==> config.mk <==
export PLATFORM = sky130hd
export DESIGN_NAME = rcc_eth_clk_mon
export DESIGN_NICKNAME = d
export VERILOG_FILES = /design/src/rtl/rcc_eth_clk_mon.sv
export SDC_FILE = /design/constraint.sdc
export NUM_CORES = 1
export LEC_CHECK = 0
export ABC_AREA = 1
export BUFFER_PORTS_ARGS = -buffer_cell sky130_fd_sc_hd__buf_2
export CAP_MARGIN = 0
export CORE_MARGIN = 1
export CORE_UTILIZATION = 50
export CTS_BUF_LIST = sky130_fd_sc_hd__clkbuf_4
export CTS_CLUSTER_SIZE = 10
export DETAILED_ROUTE_END_ITERATION = 8
export GPL_TIMING_DRIVEN = 1
export PLACE_DENSITY = 0.8
export SLEW_MARGIN = 40
export SYNTH_ARGS = -nofsm -noshare
export SYNTH_HDL_FRONTEND = slang
export SYNTH_SLANG_ARGS = --single-unit
==> constraint.sdc <==
create_clock -name clk -period 1.9 [get_ports clk]
set_input_delay 0 -clock clk [delete_from_list [all_inputs] [get_ports clk]]
set_output_delay 0 -clock clk [all_outputs]
set_load 0.02 [all_outputs]
==> src/rtl/rcc_eth_clk_mon.sv <==
// Ethernet pad clock monitor: counts synchronized divide-by-2 toggle transitions over a
// fixed window of clk cycles, classifies the pad frequency and flags a missing clock.
//
// state | meaning
// IDLE  | monitor disabled, window and edge counters held at zero
// RUN   | counting synchronized toggle edges across the window
// EVAL  | one cycle: publish results, seed the next window
module rcc_eth_clk_mon #(
    parameter int WIN_CYCLES = 1000,
    parameter int CNT_W      = 12,
    parameter int FAIL_MAX   = 2,
    parameter int TH_LO      = 100,
    parameter int TH_HI      = 375,
    parameter int FAIL_WIN   = 2
) (
    input  logic             clk,
    input  logic             rst,
    input  logic             mon_en,
    input  logic             eth_clk_tgl,
    input  logic             fail_clr,
    output logic [1:0]       speed,
    output logic [CNT_W-1:0] edge_cnt,
    output logic             meas_valid,
    output logic             clk_fail,
    output logic             fail_irq_pend
);
    localparam int WIN_W = (WIN_CYCLES > 1) ? $clog2(WIN_CYCLES) : 1;
    localparam int FW_W  = (FAIL_WIN > 0) ? $clog2(FAIL_WIN + 1) : 1;

    localparam logic [WIN_W-1:0] WIN_LAST   = WIN_W'(WIN_CYCLES - 1);
    localparam logic [CNT_W-1:0] L_FAIL_MAX = CNT_W'(FAIL_MAX);
    localparam logic [CNT_W-1:0] L_TH_LO    = CNT_W'(TH_LO);
    localparam logic [CNT_W-1:0] L_TH_HI    = CNT_W'(TH_HI);
    localparam logic [FW_W-1:0]  L_FAIL_WIN = FW_W'(FAIL_WIN);

    typedef enum logic [1:0] {
        ST_IDLE = 2'd0,
        ST_RUN  = 2'd1,
        ST_EVAL = 2'd2
    } state_t;

    state_t           r_state;
    state_t           w_state_nxt;

    logic             r_s1;
    logic             r_s2;
    logic             r_s3;
    logic             w_edge;

    logic [WIN_W-1:0] r_win_cnt;
    logic [CNT_W-1:0] r_cnt;
    logic [CNT_W-1:0] r_edge_cnt;
    logic [1:0]       r_speed;
    logic             r_meas_valid;
    logic             r_clk_fail;
    logic             r_clk_fail_q;
    logic             r_irq_pend;
    logic [FW_W-1:0]  r_fail_cnt;

    logic             w_win_fail;
    logic [FW_W-1:0]  w_fail_cnt_nxt;
    logic [1:0]       w_speed_nxt;

    // s1/s2 resolve metastability; s3 only exists to detect a change on s2
    assign w_edge     = r_s2 ^ r_s3;
    assign w_win_fail = (r_cnt <= L_FAIL_MAX);

    always_comb begin
        w_speed_nxt = 2'b11;
        if (r_cnt <= L_FAIL_MAX) begin
            w_speed_nxt = 2'b00;
        end else if (r_cnt <= L_TH_LO) begin
            w_speed_nxt = 2'b01;
        end else if (r_cnt <= L_TH_HI) begin
            w_speed_nxt = 2'b10;
        end
    end

    always_comb begin
        w_fail_cnt_nxt = '0;
        if (w_win_fail) begin
            w_fail_cnt_nxt = (r_fail_cnt >= L_FAIL_WIN) ? r_fail_cnt : r_fail_cnt + FW_W'(1);
        end
    end

    always_comb begin
        w_state_nxt = r_state;
        case (r_state)
            ST_IDLE: if (mon_en) w_state_nxt = ST_RUN;
            ST_RUN: begin
                if (!mon_en) begin
                    w_state_nxt = ST_IDLE;
                end else if (r_win_cnt == WIN_LAST) begin
                    w_state_nxt = ST_EVAL;
                end
            end
            ST_EVAL: w_state_nxt = mon_en ? ST_RUN : ST_IDLE;
            default: w_state_nxt = ST_IDLE;
        endcase
    end

    always_ff @(posedge clk or posedge rst) begin
        if (rst) begin
            r_state <= ST_IDLE;
        end else begin
            r_state <= w_state_nxt;
        end
    end

    always_ff @(posedge clk or posedge rst) begin
        if (rst) begin
            r_s1         <= 1'b0;
            r_s2         <= 1'b0;
            r_s3         <= 1'b0;
            r_win_cnt    <= '0;
            r_cnt        <= '0;
            r_edge_cnt   <= '0;
            r_speed      <= 2'b00;
            r_meas_valid <= 1'b0;
            r_clk_fail   <= 1'b0;
            r_clk_fail_q <= 1'b0;
            r_irq_pend   <= 1'b0;
            r_fail_cnt   <= '0;
        end else begin
            r_s1         <= eth_clk_tgl;
            r_s2         <= r_s1;
            r_s3         <= r_s2;
            r_clk_fail_q <= r_clk_fail;

            // a new rise of clk_fail beats a simultaneous software clear
            if (r_clk_fail && !r_clk_fail_q) begin
                r_irq_pend <= 1'b1;
            end else if (fail_clr) begin
                r_irq_pend <= 1'b0;
            end

            if (!mon_en || r_state == ST_IDLE) begin
                r_win_cnt    <= '0;
                r_cnt        <= '0;
                r_edge_cnt   <= '0;
                r_speed      <= 2'b00;
                r_meas_valid <= 1'b0;
                r_clk_fail   <= 1'b0;
                r_fail_cnt   <= '0;
            end else if (r_state == ST_RUN) begin
                r_win_cnt <= r_win_cnt + WIN_W'(1);
                if (w_edge && (r_cnt != '1)) begin
                    r_cnt <= r_cnt + CNT_W'(1);
                end
            end else begin
                r_edge_cnt   <= r_cnt;
                r_speed      <= w_speed_nxt;
                r_meas_valid <= 1'b1;
                r_fail_cnt   <= w_fail_cnt_nxt;
                r_clk_fail   <= (w_fail_cnt_nxt >= L_FAIL_WIN);
                r_win_cnt    <= '0;
                // an edge landing in the EVAL cycle opens the next window
                r_cnt        <= w_edge ? CNT_W'(1) : '0;
            end
        end
    end

    assign speed         = r_speed;
    assign edge_cnt      = r_edge_cnt;
    assign meas_valid    = r_meas_valid;
    assign clk_fail      = r_clk_fail;
    assign fail_irq_pend = r_irq_pend;

endmodule

# After elaboration in Yosys (flattened, before gate mapping)
# Cells that the tools add are included.
# op_classes
n_addsub	3
n_lt_le_gt_ge	5
eq_ne	8
n_mux	28
n_bitwise	1
reduce_logical	8
# ops
operator	count
$mux 12	5
$mux 2	11
$mux 10	2
$add 12x1->12 const B	1
$le 12x2->1 const B	1
$le 12x7->1 const B	1
$le 12x9->1 const B	1
$ne 12x12->1 const B	1
$add 10x1->10 const B	1
$eq 10x10->1 const B	1
$mux 1	9
$pmux 2 s3	1
$ge 2x2->1 const B	2
$ne 2x2->1 const B	2
$ne 3x2->1 const B	1
$ne 3x3->1 const B	1
$add 2x1->2 const B	1
$eq 2x1->1 const B	1
$eq 2x2->1 const B	1
$logic_and 1x1->1	2
$logic_not 1->1	2
$logic_not 2->1	1
$reduce_and 2->1	1
$reduce_bool 2->1	1
other kinds (2)	2
# word_totals
reg_bits	47
in_bits	5
output_inout_bits	17
elab_cells	66

# Longest topological paths before layout
# depth
word_depth	6
mapped_depth	9
depth_no_buf	9

# Worst setup path before layout
# No wires, ideal clock.
# synth_timing
path_kind	reg2reg
from	register r_cnt[1]
to	register r_cnt[6]
setup_ps	126
t_arrival_ps	1198
required_ps	1774
setup_slack_ps	576
path_stages_with_launch	9
n_path_buf	0
period_less_slack_ps	1324
path_cell_list	dfrtp_1 > ha_1 > nand2_1 > nor2_4 > nand3_4 > nand2_4 > nand2_4 > inv_4 > o21ai_0
# synth_between
elab_chain_cells	4
word_cells_on_any_way	7
cone_classes	1 x add/sub; 2 x eq/ne; 3 x mux; 1 x reduce/logical
# synth_lines
element	line	text
from (decl)	51	logic [CNT_W-1:0] r_cnt;
from (signal assigned)	148	r_cnt <= r_cnt + CNT_W'(1);
from (signal assigned)	158	r_cnt <= w_edge ? CNT_W'(1) : '0;
$add 12x1->12	148	
$mux 12	147	if (w_edge && (r_cnt != '1)) begin
$mux 12	145	end else if (r_state == ST_RUN) begin
$mux 12	137	if (!mon_en || r_state == ST_IDLE) begin
# Parallel ways exist; a longest one is shown, timed or not. The select of a mux whose other input is x is not followed.
# A chain may end at the register's enable or synchronous reset.

# Worst setup path in the final report
# layout_timing
from	register r_state[1]
to	register r_speed[0] (netlist: speed[0])
# layout_between
elab_chain_cells	3
word_cells_on_any_way	5
cone_classes	2 x eq/ne; 1 x mux; 2 x reduce/logical
# layout_lines
element	line	text
from (decl)	42	state_t r_state;
from (signal assigned)	106	r_state <= w_state_nxt;
$logic_not 2->1	137	
$logic_or 1x1->1	137	
$ne 2x2->1 (no source line) / $mux 2 (equally long branches)	--	
to (signal assigned)	152	r_speed <= w_speed_nxt;
to (decl)	53	logic [1:0] r_speed;
# Parallel ways exist; a longest one is shown, timed or not.

==> results_dict.tcl <==
set metrics [dict create \
    diodes 0 \
    drv_cap 0 \
    path_cells "o21ai_0, nor2_1, inv_1, a21oi_1, nand2_1, nand2_1" \
    fmax_ghz 0.657 \
    yosysWarningCount 0 \
    clock_skew_ns 0.0119 \
    num_vias 1881 \
    async_reset_ff_share_pct 100 \
    synth_edf_count 0 \
    whs_ns 0.0778 \
    crit_type "register to register" \
    synthCells 287 \
    crit_slowest_cell "dfrtp_1" \
    hold_class "input pin to async pin" \
    avgSynthCellArea_um2 8.17 \
    cts-root-buf "clkbuf_4" \
    powerDensity_nw_per_um2 629 \
    cts_buffer_depth 2 \
    max_stage_delay_ns 0.43 \
    multi_input_area_um2 965 \
    fill_cells 408 \
    overflow 0 \
    grt_pass1_wl_um 7580 \
    ctsResizeCount 0 \
    regArea_um2 1180 \
    drc 4 \
    leakagePower_uw 0.00129 \
    avgViaCountPerCell 5.13 \
    dp_slack_ns 0.386 \
    violations "DRC" \
    cts_setup_buffers 0 \
    critPathMostFrequentCell "nand2_1" \
    crit_required_ns 2.18 \
    synth_ff_type "dfrtp_1" \
    arrival_ns 1.80 \
    rsz0062_at_grt "no" \
    hold_viol 0 \
    start_kind "register" \
    wire_per_inst_um 11.8 \
    antenna_found_initial 0 \
    drtIter0Drc 113 \
    seq_area_frac_synth_pct 50.2 \
    post-route-min-period_ns 1.52 \
    tightest_slew_ns 0.448 \
    die_h_um 70.5 \
    met2_usage_pct 34.7 \
    nets 323 \
    cts_buffers 5 \
    setup_tns_ns 0 \
    cp_num_buf_inv 1 \
    clock_sinks 47 \
    ant_nets 0 \
    slew_viol_final 0 \
    slew_headroom_pct 70.1 \
    period_share_pct 80.1 \
    initial_utilization_pct 52.7 \
    grt_use_met3_pct 4.33 \
    numPortBuffers 21 \
    top_usage_layer "met2" \
    drtPass1Iterations 6 \
    synth_area_um2 2340 \
    clk_latency_ns 0.37 \
    clk_pin_slew_worst_paths_ns 0.13 \
    status "finished with violations" \
    place.gp.congestion 0.905 \
    synth_cell_types 28 \
    synth_nets 296 \
    grt_max_degree 38 \
    track_usage_pct 19.7 \
    final_common_cell "nand2_1" \
    final_cell_mix "74 x nand2_1, 47 x dfrtp_1, 40 x nor2_1" \
    rows 24 \
    io_pins 22 \
    drive_gt1_share_pct 14.3 \
    grt_util_met1_pct 23.2 \
    dp_hpwl_um 3170 \
    setup_viol 0 \
    syn_to_final_growth_pct 9.66 \
    path_delay_family "compound AO/OA/AOI/OAI gates" \
    setup_slack_ns 0.378 \
    cts_tree "done" \
    crit_path_end_kind "register" \
    ys_ff_latch 47 \
    htreeDepth 2 \
    grt_pass1_vias 1773 \
    final_core_util_pct 57.8 \
    finalPower_uw 1620 \
    die_x_um 70.5 \
    wl_um 4320 \
    dieArea_um2 4960 \
    vdd_drop_max_uv 471 \
    core-area_um2 4440 \
    critPathMaxFanout 14 \
]
where the power goes:
part	leakage (µW)	total, µW	switching (µW)	internal (µW)
Combinational	0.000607	116	81.4	35.0
Sequential	0.000644	1030	11.0	1020
Clock	0.0000361	474	301	173
stage by stage:
| stage | area, µm² | instances |
|---|---|---|
| 3_5_place_dp | 2470 | 355 |
| 2_1_floorplan | 2340 | 287 |
| 6_report | 2570 | 367 |
| 5_1_grt | 2570 | 367 |
| 4_1_cts | 2570 | 367 |
| 3_3_place_gp | 2470 | 355 |
Yosys cell counts, types with 2 or more instances:
cell,number,area share (%)
nand4_1,8,2.1
nor3_1,7,1.5
dfrtp_1,47,50
nor2_4,3,1.4
buf_2,3,0.64
nand2_4,2,0.96
ha_1,4,2.1
o21ai_0,20,4.3
nor2_1,40,6.4
nand3_1,16,3.4
xor2_1,3,1.1
o22ai_1,2,0.53
nand2_1,74,12
nor2_2,2,0.53
inv_1,35,5.6
buf_6,3,1.4
o21ai_1,2,0.43
a21oi_1,6,1.3
registers in the layout, indices dropped and copies added, names as in the netlist, 2 cells and up:
register,flops
edge_cnt,12
r_win_cnt,10
r_state,2
speed,2
r_cnt,12
r_fail_cnt,2
worst reg2reg max path, cell delays in order (launching register included):
cell,delay [ns]
dfrtp_1,0.43
o21ai_0,0.37
nor2_1,0.11
inv_1,0.29
a21oi_1,0.10
nand2_1,0.08
nand2_1,0.05
logic make-up after synthesis:
kind of cell	after synthesis	share of synthesized area [%]
compound gates	32	7.15
xor+xnor	4	2.30
fa+ha+maj	4	2.14
buf+inv	45	8.65
flops	47	50.2
simple gates	155	29.6
worst paths after layout:
kind                                             start                     end  slack (ns)  cells past startpoint
worst max register to register  r_state[1]$_DFFE_PP0P_    speed[0]$_DFFE_PP0P_        0.38                      6
max in group asynchronous                          rst  r_clk_fail_q$_DFF_PP0_        1.11                      4
worst min-delay path                               rst  r_win_cnt[0]$_DFF_PP0_        0.08                      3
worst max-delay path            r_state[1]$_DFFE_PP0P_    speed[0]$_DFFE_PP0P_        0.38                      6
worst min register to register          r_s1$_DFF_PP0_          r_s2$_DFF_PP0_        0.37                      0
min in group clk                           eth_clk_tgl          r_s1$_DFF_PP0_        0.27                      2
layer usage:
layer	vias to the layer above	wire length, µm
li1	957	-
met1	874	1960
met2	41	2090
met3	9	182
met4	0	89
met5	-	0
layout make-up:
type,count,area share [%]
Multi-Input combinational cell,195,37.5
Sequential cell,47,45.8
Clock buffer,7,2.04
Timing Repair Buffer,27,6.23
Clock inverter,1,0.195
Tap cell,52,2.53
Inverter,38,5.70
timing repair:
item / 4_1_cts / 5_1_grt
setup endpoints to repair: 0 / 0
hold endpoints to repair: 50 / 0
hold buffers: 4 / 0
No activity file was read; power rests on OpenSTA's default activity.
